==> config.mk <==
export PLATFORM = sky130hd
export DESIGN_NAME = bin_to_bcd_seq
export DESIGN_NICKNAME = d
export VERILOG_FILES = /design/src/rtl/bowling_pkg.sv /design/src/rtl/bcd_add3_adj.sv /design/src/rtl/bin_to_bcd_seq.sv
export SDC_FILE = /design/constraint.sdc
export NUM_CORES = 1
export LEC_CHECK = 0
export ABC_AREA = 1
export CAP_MARGIN = 20
export CORE_MARGIN = 2
export CORE_UTILIZATION = 28
export CTS_CLUSTER_DIAMETER = 60
export DETAILED_ROUTE_END_ITERATION = 6
export GPL_TIMING_DRIVEN = 1
export PLACE_DENSITY = 0.49
export SLEW_MARGIN = 20
export SYNTH_ARGS = -nofsm -noshare
export SYNTH_HDL_FRONTEND = slang
export SYNTH_HIERARCHICAL = 1
export SYNTH_SLANG_ARGS = --single-unit
export TNS_END_PERCENT = 100
==> constraint.sdc <==
create_clock -name clk -period 2.3 [get_ports clk]
set_input_delay 0.575 -clock clk [delete_from_list [all_inputs] [get_ports clk]]
set_output_delay 0.575 -clock clk [all_outputs]
set_load 0.01 [all_outputs]
==> src/rtl/bowling_pkg.sv <==
// rtl/bowling_pkg.sv - shared score types, constants and converter FSM states
package bowling_pkg;

  typedef logic [3:0] bcd_digit_t;

  localparam int MAX_SCORE = 300;

  typedef enum logic [1:0] {
    IDLE   = 2'd0,
    SHIFT  = 2'd1,
    FINISH = 2'd2
  } state_t;

endpackage

==> src/rtl/bcd_add3_adj.sv <==
// rtl/bcd_add3_adj.sv - double-dabble add-3 correction for one BCD nibble
module bcd_add3_adj
  import bowling_pkg::*;
(
  input  bcd_digit_t nib_in,
  output bcd_digit_t nib_out
);

  // A nibble of 5 or more would overflow past 9 after the next shift, so pre-bias it by 3
  assign nib_out = (nib_in >= 4'd5) ? nib_in + 4'd3 : nib_in;

endmodule

==> src/rtl/bin_to_bcd_seq.sv <==
// rtl/bin_to_bcd_seq.sv - sequential double-dabble binary to 3-digit BCD converter (optional BCD_SCORE_CLAMP_EN)
module bin_to_bcd_seq
  import bowling_pkg::*;
#(
  parameter int BIN_W = 9
) (
  input  logic             clk,
  input  logic             reset,
  input  logic             start,
  input  logic [BIN_W-1:0] bin_in,
  output logic [3:0]       hundreds,
  output logic [3:0]       tens,
  output logic [3:0]       ones,
  output logic             busy,
  output logic             done,
  output logic             range_err
);

  localparam int                CNT_W    = $clog2(BIN_W + 1);
  localparam logic [CNT_W-1:0]  CNT_LAST = CNT_W'(BIN_W - 1);

  state_t           state_q, state_d;
  logic [11:0]      work_q, work_d;
  logic [BIN_W-1:0] shift_q, shift_d;
  logic [CNT_W-1:0] cnt_q, cnt_d;
  bcd_digit_t       hund_q, hund_d;
  bcd_digit_t       tens_q, tens_d;
  bcd_digit_t       ones_q, ones_d;
  logic             busy_q, busy_d;
  logic             done_q, done_d;
  logic [11:0]      work_adj;

`ifdef BCD_SCORE_CLAMP_EN
  logic             clamp_q, clamp_d;
  logic             rerr_q, rerr_d;
  logic             in_over;

  assign in_over   = (32'(bin_in) > 32'(MAX_SCORE));
  assign range_err = rerr_q;
`else
  assign range_err = 1'b0;
`endif

  bcd_add3_adj u_adj_ones (.nib_in(work_q[3:0]),  .nib_out(work_adj[3:0]));
  bcd_add3_adj u_adj_tens (.nib_in(work_q[7:4]),  .nib_out(work_adj[7:4]));
  bcd_add3_adj u_adj_hund (.nib_in(work_q[11:8]), .nib_out(work_adj[11:8]));

  // Next-state and next-output computation for the IDLE/SHIFT/FINISH sequence
  always_comb begin
    state_d = state_q;
    work_d  = work_q;
    shift_d = shift_q;
    cnt_d   = cnt_q;
    hund_d  = hund_q;
    tens_d  = tens_q;
    ones_d  = ones_q;
    busy_d  = busy_q;
    done_d  = 1'b0;
`ifdef BCD_SCORE_CLAMP_EN
    clamp_d = clamp_q;
    rerr_d  = rerr_q;
`endif
    case (state_q)
      IDLE: begin
        if (start) begin
`ifdef BCD_SCORE_CLAMP_EN
          shift_d = in_over ? BIN_W'(MAX_SCORE) : bin_in;
          clamp_d = in_over;
`else
          shift_d = bin_in;
`endif
          work_d  = '0;
          cnt_d   = '0;
          busy_d  = 1'b1;
          state_d = SHIFT;
        end
      end
      SHIFT: begin
        {work_d, shift_d} = {work_adj, shift_q} << 1;
        cnt_d = cnt_q + 1'b1;
        if (cnt_q == CNT_LAST) begin
          state_d = FINISH;
        end
      end
      FINISH: begin
        hund_d  = work_q[11:8];
        tens_d  = work_q[7:4];
        ones_d  = work_q[3:0];
        done_d  = 1'b1;
        busy_d  = 1'b0;
`ifdef BCD_SCORE_CLAMP_EN
        rerr_d  = clamp_q;
`endif
        state_d = IDLE;
      end
      default: begin
        state_d = IDLE;
        busy_d  = 1'b0;
      end
    endcase
  end

  // FSM and datapath registers; reset wins over any start in the same cycle
  always_ff @(posedge clk) begin
    if (reset) begin
      state_q <= IDLE;
      work_q  <= '0;
      shift_q <= '0;
      cnt_q   <= '0;
      hund_q  <= '0;
      tens_q  <= '0;
      ones_q  <= '0;
      busy_q  <= 1'b0;
      done_q  <= 1'b0;
`ifdef BCD_SCORE_CLAMP_EN
      clamp_q <= 1'b0;
      rerr_q  <= 1'b0;
`endif
    end else begin
      state_q <= state_d;
      work_q  <= work_d;
      shift_q <= shift_d;
      cnt_q   <= cnt_d;
      hund_q  <= hund_d;
      tens_q  <= tens_d;
      ones_q  <= ones_d;
      busy_q  <= busy_d;
      done_q  <= done_d;
`ifdef BCD_SCORE_CLAMP_EN
      clamp_q <= clamp_d;
      rerr_q  <= rerr_d;
`endif
    end
  end

  assign hundreds = hund_q;
  assign tens     = tens_q;
  assign ones     = ones_q;
  assign busy     = busy_q;
  assign done     = done_q;

endmodule
* Word-level counts from Yosys, hierarchy flattened
Index checks and enable logic that the tools add are counted.
** Cells by class
- Add/sub/neg operators :: 4
- $lt $le $gt $ge :: 3
- Equal/unequal tests :: 5
- Multiplexer cells :: 15
- Bitwise gates (word level) :: 1
- Reduce and logical (&&, ||, !) cells :: 5
** Operator list (count)
- $pmux W12 S2 :: 1
- $pmux W9 S2 :: 1
- $ge A4 B3 Y1 const B :: 3
- $mux W12 :: 1
- $mux W4 :: 3
- $mux W9 :: 1
- $add A4 B2 Y4 const B :: 2
- $pmux W4 S2 :: 1
- $reduce_and A2 Y1 :: 3
- $add A4 B1 Y4 const B :: 1
- $eq A4 B4 Y1 const B :: 1
- $mux W2 :: 2
- $ne A2 B2 Y1 const B :: 2
- $pmux W2 S2 :: 1
- $add A3 B2 Y3 const B :: 1
- $mux W3 :: 1
- $eq A2 B1 Y1 const B :: 1
- $eq A2 B2 Y1 const B :: 1
- $logic_not A2 Y1 :: 1
- $mux W1 :: 2
- $pmux W1 S2 :: 1
- $reduce_bool A2 Y1 :: 1
- $not A1 Y1 :: 1
** Word-level totals
- Register bits :: 41
- Word-level logic and storage cells :: 42

* Logic depth before layout (Yosys ltp)
- Depth after elaboration :: 3
- Depth in mapped cells :: 9

* Modules after synthesis
The synthesis kept the hierarchy.
** By module, submodules not included
- bin_to_bcd_seq :: instances 1, cells each 221, area an instance 1627.8 µm²
- bcd_add3_adj :: instances 3, cells each 23, area an instance 135.1 µm²

* Least setup slack after synthesis
No wires, ideal clock.
- Kind :: input-to-reg
- Start point :: in start
- End point :: reg work_q[10]
- Data arrival time :: 1.269 ns
- Data required time :: 2.230 ns
- Setup slack :: 0.960 ns
- Cell stages on the path :: 5
- Cell sequence :: buf_2 > o21ai_4 > buf_4 > nand2_1 > a21oi_1
** On the way
- Longest elaborated chain between the ends :: 2
** Ends and longest elaborated chain
- from (decl) :: line bin_to_bcd_seq.sv:9 : input logic start,
- $ne A2 B2 Y1 (no line)
- $reduce_and A2 Y1 (no line)
- to (signal assigned) :: line bin_to_bcd_seq.sv:121 : work_q <= work_d;
- to (decl) :: line bin_to_bcd_seq.sv:23 : logic [11:0] work_q, work_d;
Every way passes these cells.
A chain may end at the register's enable or synchronous reset.

* Final worst setup path
- Start point :: reg busy_q (netlist: busy)
- End point :: out busy
** RTL lines
- from (decl) :: line bin_to_bcd_seq.sv:29 : logic busy_q, busy_d;
- from (signal assigned) :: line bin_to_bcd_seq.sv:127 : busy_q <= busy_d;
- to (decl) :: line bin_to_bcd_seq.sv:14 : output logic busy,
No word-level cell between the ends.

==> impl_metrics.json <==
{
  "grt_overflow": 0,
  "clock_latency_ns": 0.28,
  "worstSetupStartpoint": "busy",
  "cts-root-buf": "clkbuf_8",
  "timing_hold_violations_final": 0,
  "crit_family": "buffers and inverters",
  "cp.required_ns": 1.73,
  "crit_type": "reg2out",
  "num_vias": 1763,
  "synth_nets": 305,
  "place.gp.congestion": 0.778,
  "stdcell_count": 406,
  "clkTransAtPathRegs_ns": 0.08,
  "worst_slew_pin_slew_ns": 0.599,
  "clock_skew_ns": 0.00378,
  "final-setup-viol-count": 0,
  "yosysWarnings": 6,
  "r2r_slack_ns": 0.88,
  "r2r-end": "cnt_q[3]",
  "path_depth": 1,
  "core_area_sq_um": 6870,
  "cts_tree": "done",
  "antenna_found_initial": 0,
  "start_util_pct": 29.2,
  "worstSetupEndpointType": "output pin",
  "io_buffers": 25,
  "grt_pass1_vias": 1625,
  "die_area_sq_um": 7860,
  "postRouteAntennaNets": 0,
  "die_width_microns": 88.7,
  "area_growth_pct": 21.6,
  "grt_pass1_wl_microns": 7440,
  "placed_area_sq_um": 2340,
  "relSlewSlack_pct": 59.9,
  "io_pins": 27,
  "crit_path_end": "busy",
  "r2r-start": "state_q[0]",
  "finalSetupTns_ns": 0,
  "dp_cells": 398,
  "status": "complete, no violations",
  "dpl_worst_slack_ns": 0.300,
  "maxCapViolations": 0,
  "synth_area_sq_um": 2010,
  "hold_buffers": 0,
  "routed_wl_microns": 4320,
  "rows": 30,
  "hold_path_class": "reg2reg",
  "grtUsageTotal_pct": 11.9,
  "critPathMaxStageDelay_ns": 0.54,
  "hpwl_microns": 2980,
  "die_y_microns": 88.7,
  "drive_gt1_share_pct": 10.3,
  "cts-resized-gates": 0,
  "syn_area_per_cell_sq_um": 7.04,
  "finalCritPeriodShare_pct": 76.0,
  "report.final.slew_viol_count": 0,
  "fmax_mhz": 572,
  "drt_iter0_drc": 117,
  "cp_slowest_cell": "clkdlybuf4s50_1",
  "reg2regPathDepth": 6,
  "numCtsBuffers": 5,
  "grt_setup_unrepaired": "no",
  "crit_path_cell_trace": "clkdlybuf4s50_1",
  "dr.pass1.iters": 4,
  "arrival_ns": 1.17,
  "wl_per_cell_microns": 10.6,
  "final_area_sq_um": 2440,
  "drc": 0,
  "powerDensity_nw_per_um2": 573,
  "startpoint_type": "register",
  "fin_util_pct": 35.5,
  "setup_slack_ns": 0.551,
  "viasPerCell": 4.34,
  "critPathBufInv": 1,
  "layout.nets": 329,
  "insertedDiodeCount": 0,
  "p_leak_nw": 1.00,
  "cts-htree-levels": 2,
  "fillers": 739,
  "clockBufferDepth": 2,
  "crit_fanout": 2,
  "clock_sinks": 41,
  "synthCells": 285,
  "ir_drop_uv": 283,
  "postCtsSetupBuffers": 0,
  "post-route-min-period_ns": 1.75,
  "grt_max_degree": 27
}
cell usage in the layout, fill, tap and decap left out, types with 3 or more instances in the layout:
cell type and instances:
inv_1 19, ha_1 8, clkdlybuf4s50_1 25, nand2_2 3, inv_2 5, clkbuf_8 7
nor2_1 50, o21ai_0 23, dfxtp_1 41, nand2_1 79, o21ai_2 3, a21oi_1 15
nand3_1 15, nor2_4 7
layout make-up:
| class | instances | area, sq um | area share (%) |
|---|---|---|---|
| Sequential cell | 41 | 821 | 33.6 |
| Clock buffer | 7 | 96.3 | 3.95 |
| Clock inverter | 1 | 5.00 | 0.205 |
| Timing Repair Buffer | 28 | 285 | 11.7 |
| Inverter | 24 | 90.1 | 3.69 |
| Multi-Input combinational cell | 209 | 1020 | 41.9 |
| Tap cell | 96 | 120 | 4.92 |
per-stage QoR:
| stage | hold slack, ns | power (W) |
|---|---|---|
| after global placement | 0.464 | 0.000903 |
| final | 0.480 | 0.00140 |
| after CTS | 0.483 | 0.00142 |
| after floorplan | 0.443 | 0.000858 |
| after global routing | 0.502 | 0.00148 |
| after detailed placement | 0.469 | 0.000902 |
flip-flops by register name (all words and copies together), names as in the netlist:
signal / cells
done: 1
work_q: 12
state_q: 2
shift_q: 9
tens: 4
cnt_q: 4
busy: 1
hundreds: 4
ones: 4
power by group:
| part | switching, W | internal [W] |
|---|---|---|
| Combinational | 0.0000849 | 0.0000538 |
| Sequential | 0.0000163 | 0.000731 |
| Clock | 0.000241 | 0.000271 |
| Total | 0.000342 | 0.00106 |
routing by layer:
layer  vias to the layer above  track usage [%]  share of wire (%)
li1                        937                -                  -
met2                        42             18.1                 42
met3                         2             2.80                3.9
met5                         -                0                  0
met4                         0             3.31               0.56
met1                       782             16.8                 53
worst min path at each step:
stage	slack, ns	from	cells past startpoint	endpoint
final	0.48	shift_q[8]	2	work_q[0]
after global routing	0.50	shift_q[8]	2	work_q[0]
after CTS	0.48	shift_q[8]	2	work_q[0]
after detailed placement	0.47	shift_q[8]	2	work_q[0]
after global placement	0.46	shift_q[0]	2	shift_q[0]
after floorplan	0.44	shift_q[8]	2	work_q[0]
worst reg2reg max path, cell delays in order (launching register included):
cell and delay (ns):
dfxtp_1 0.45, inv_2 0.07, nor2_4 0.47, nand2_1 0.15, nand2_1 0.09, nand2_1 0.04
nor2_1 0.07
Note: power is estimated with default switching activity, not from simulation.
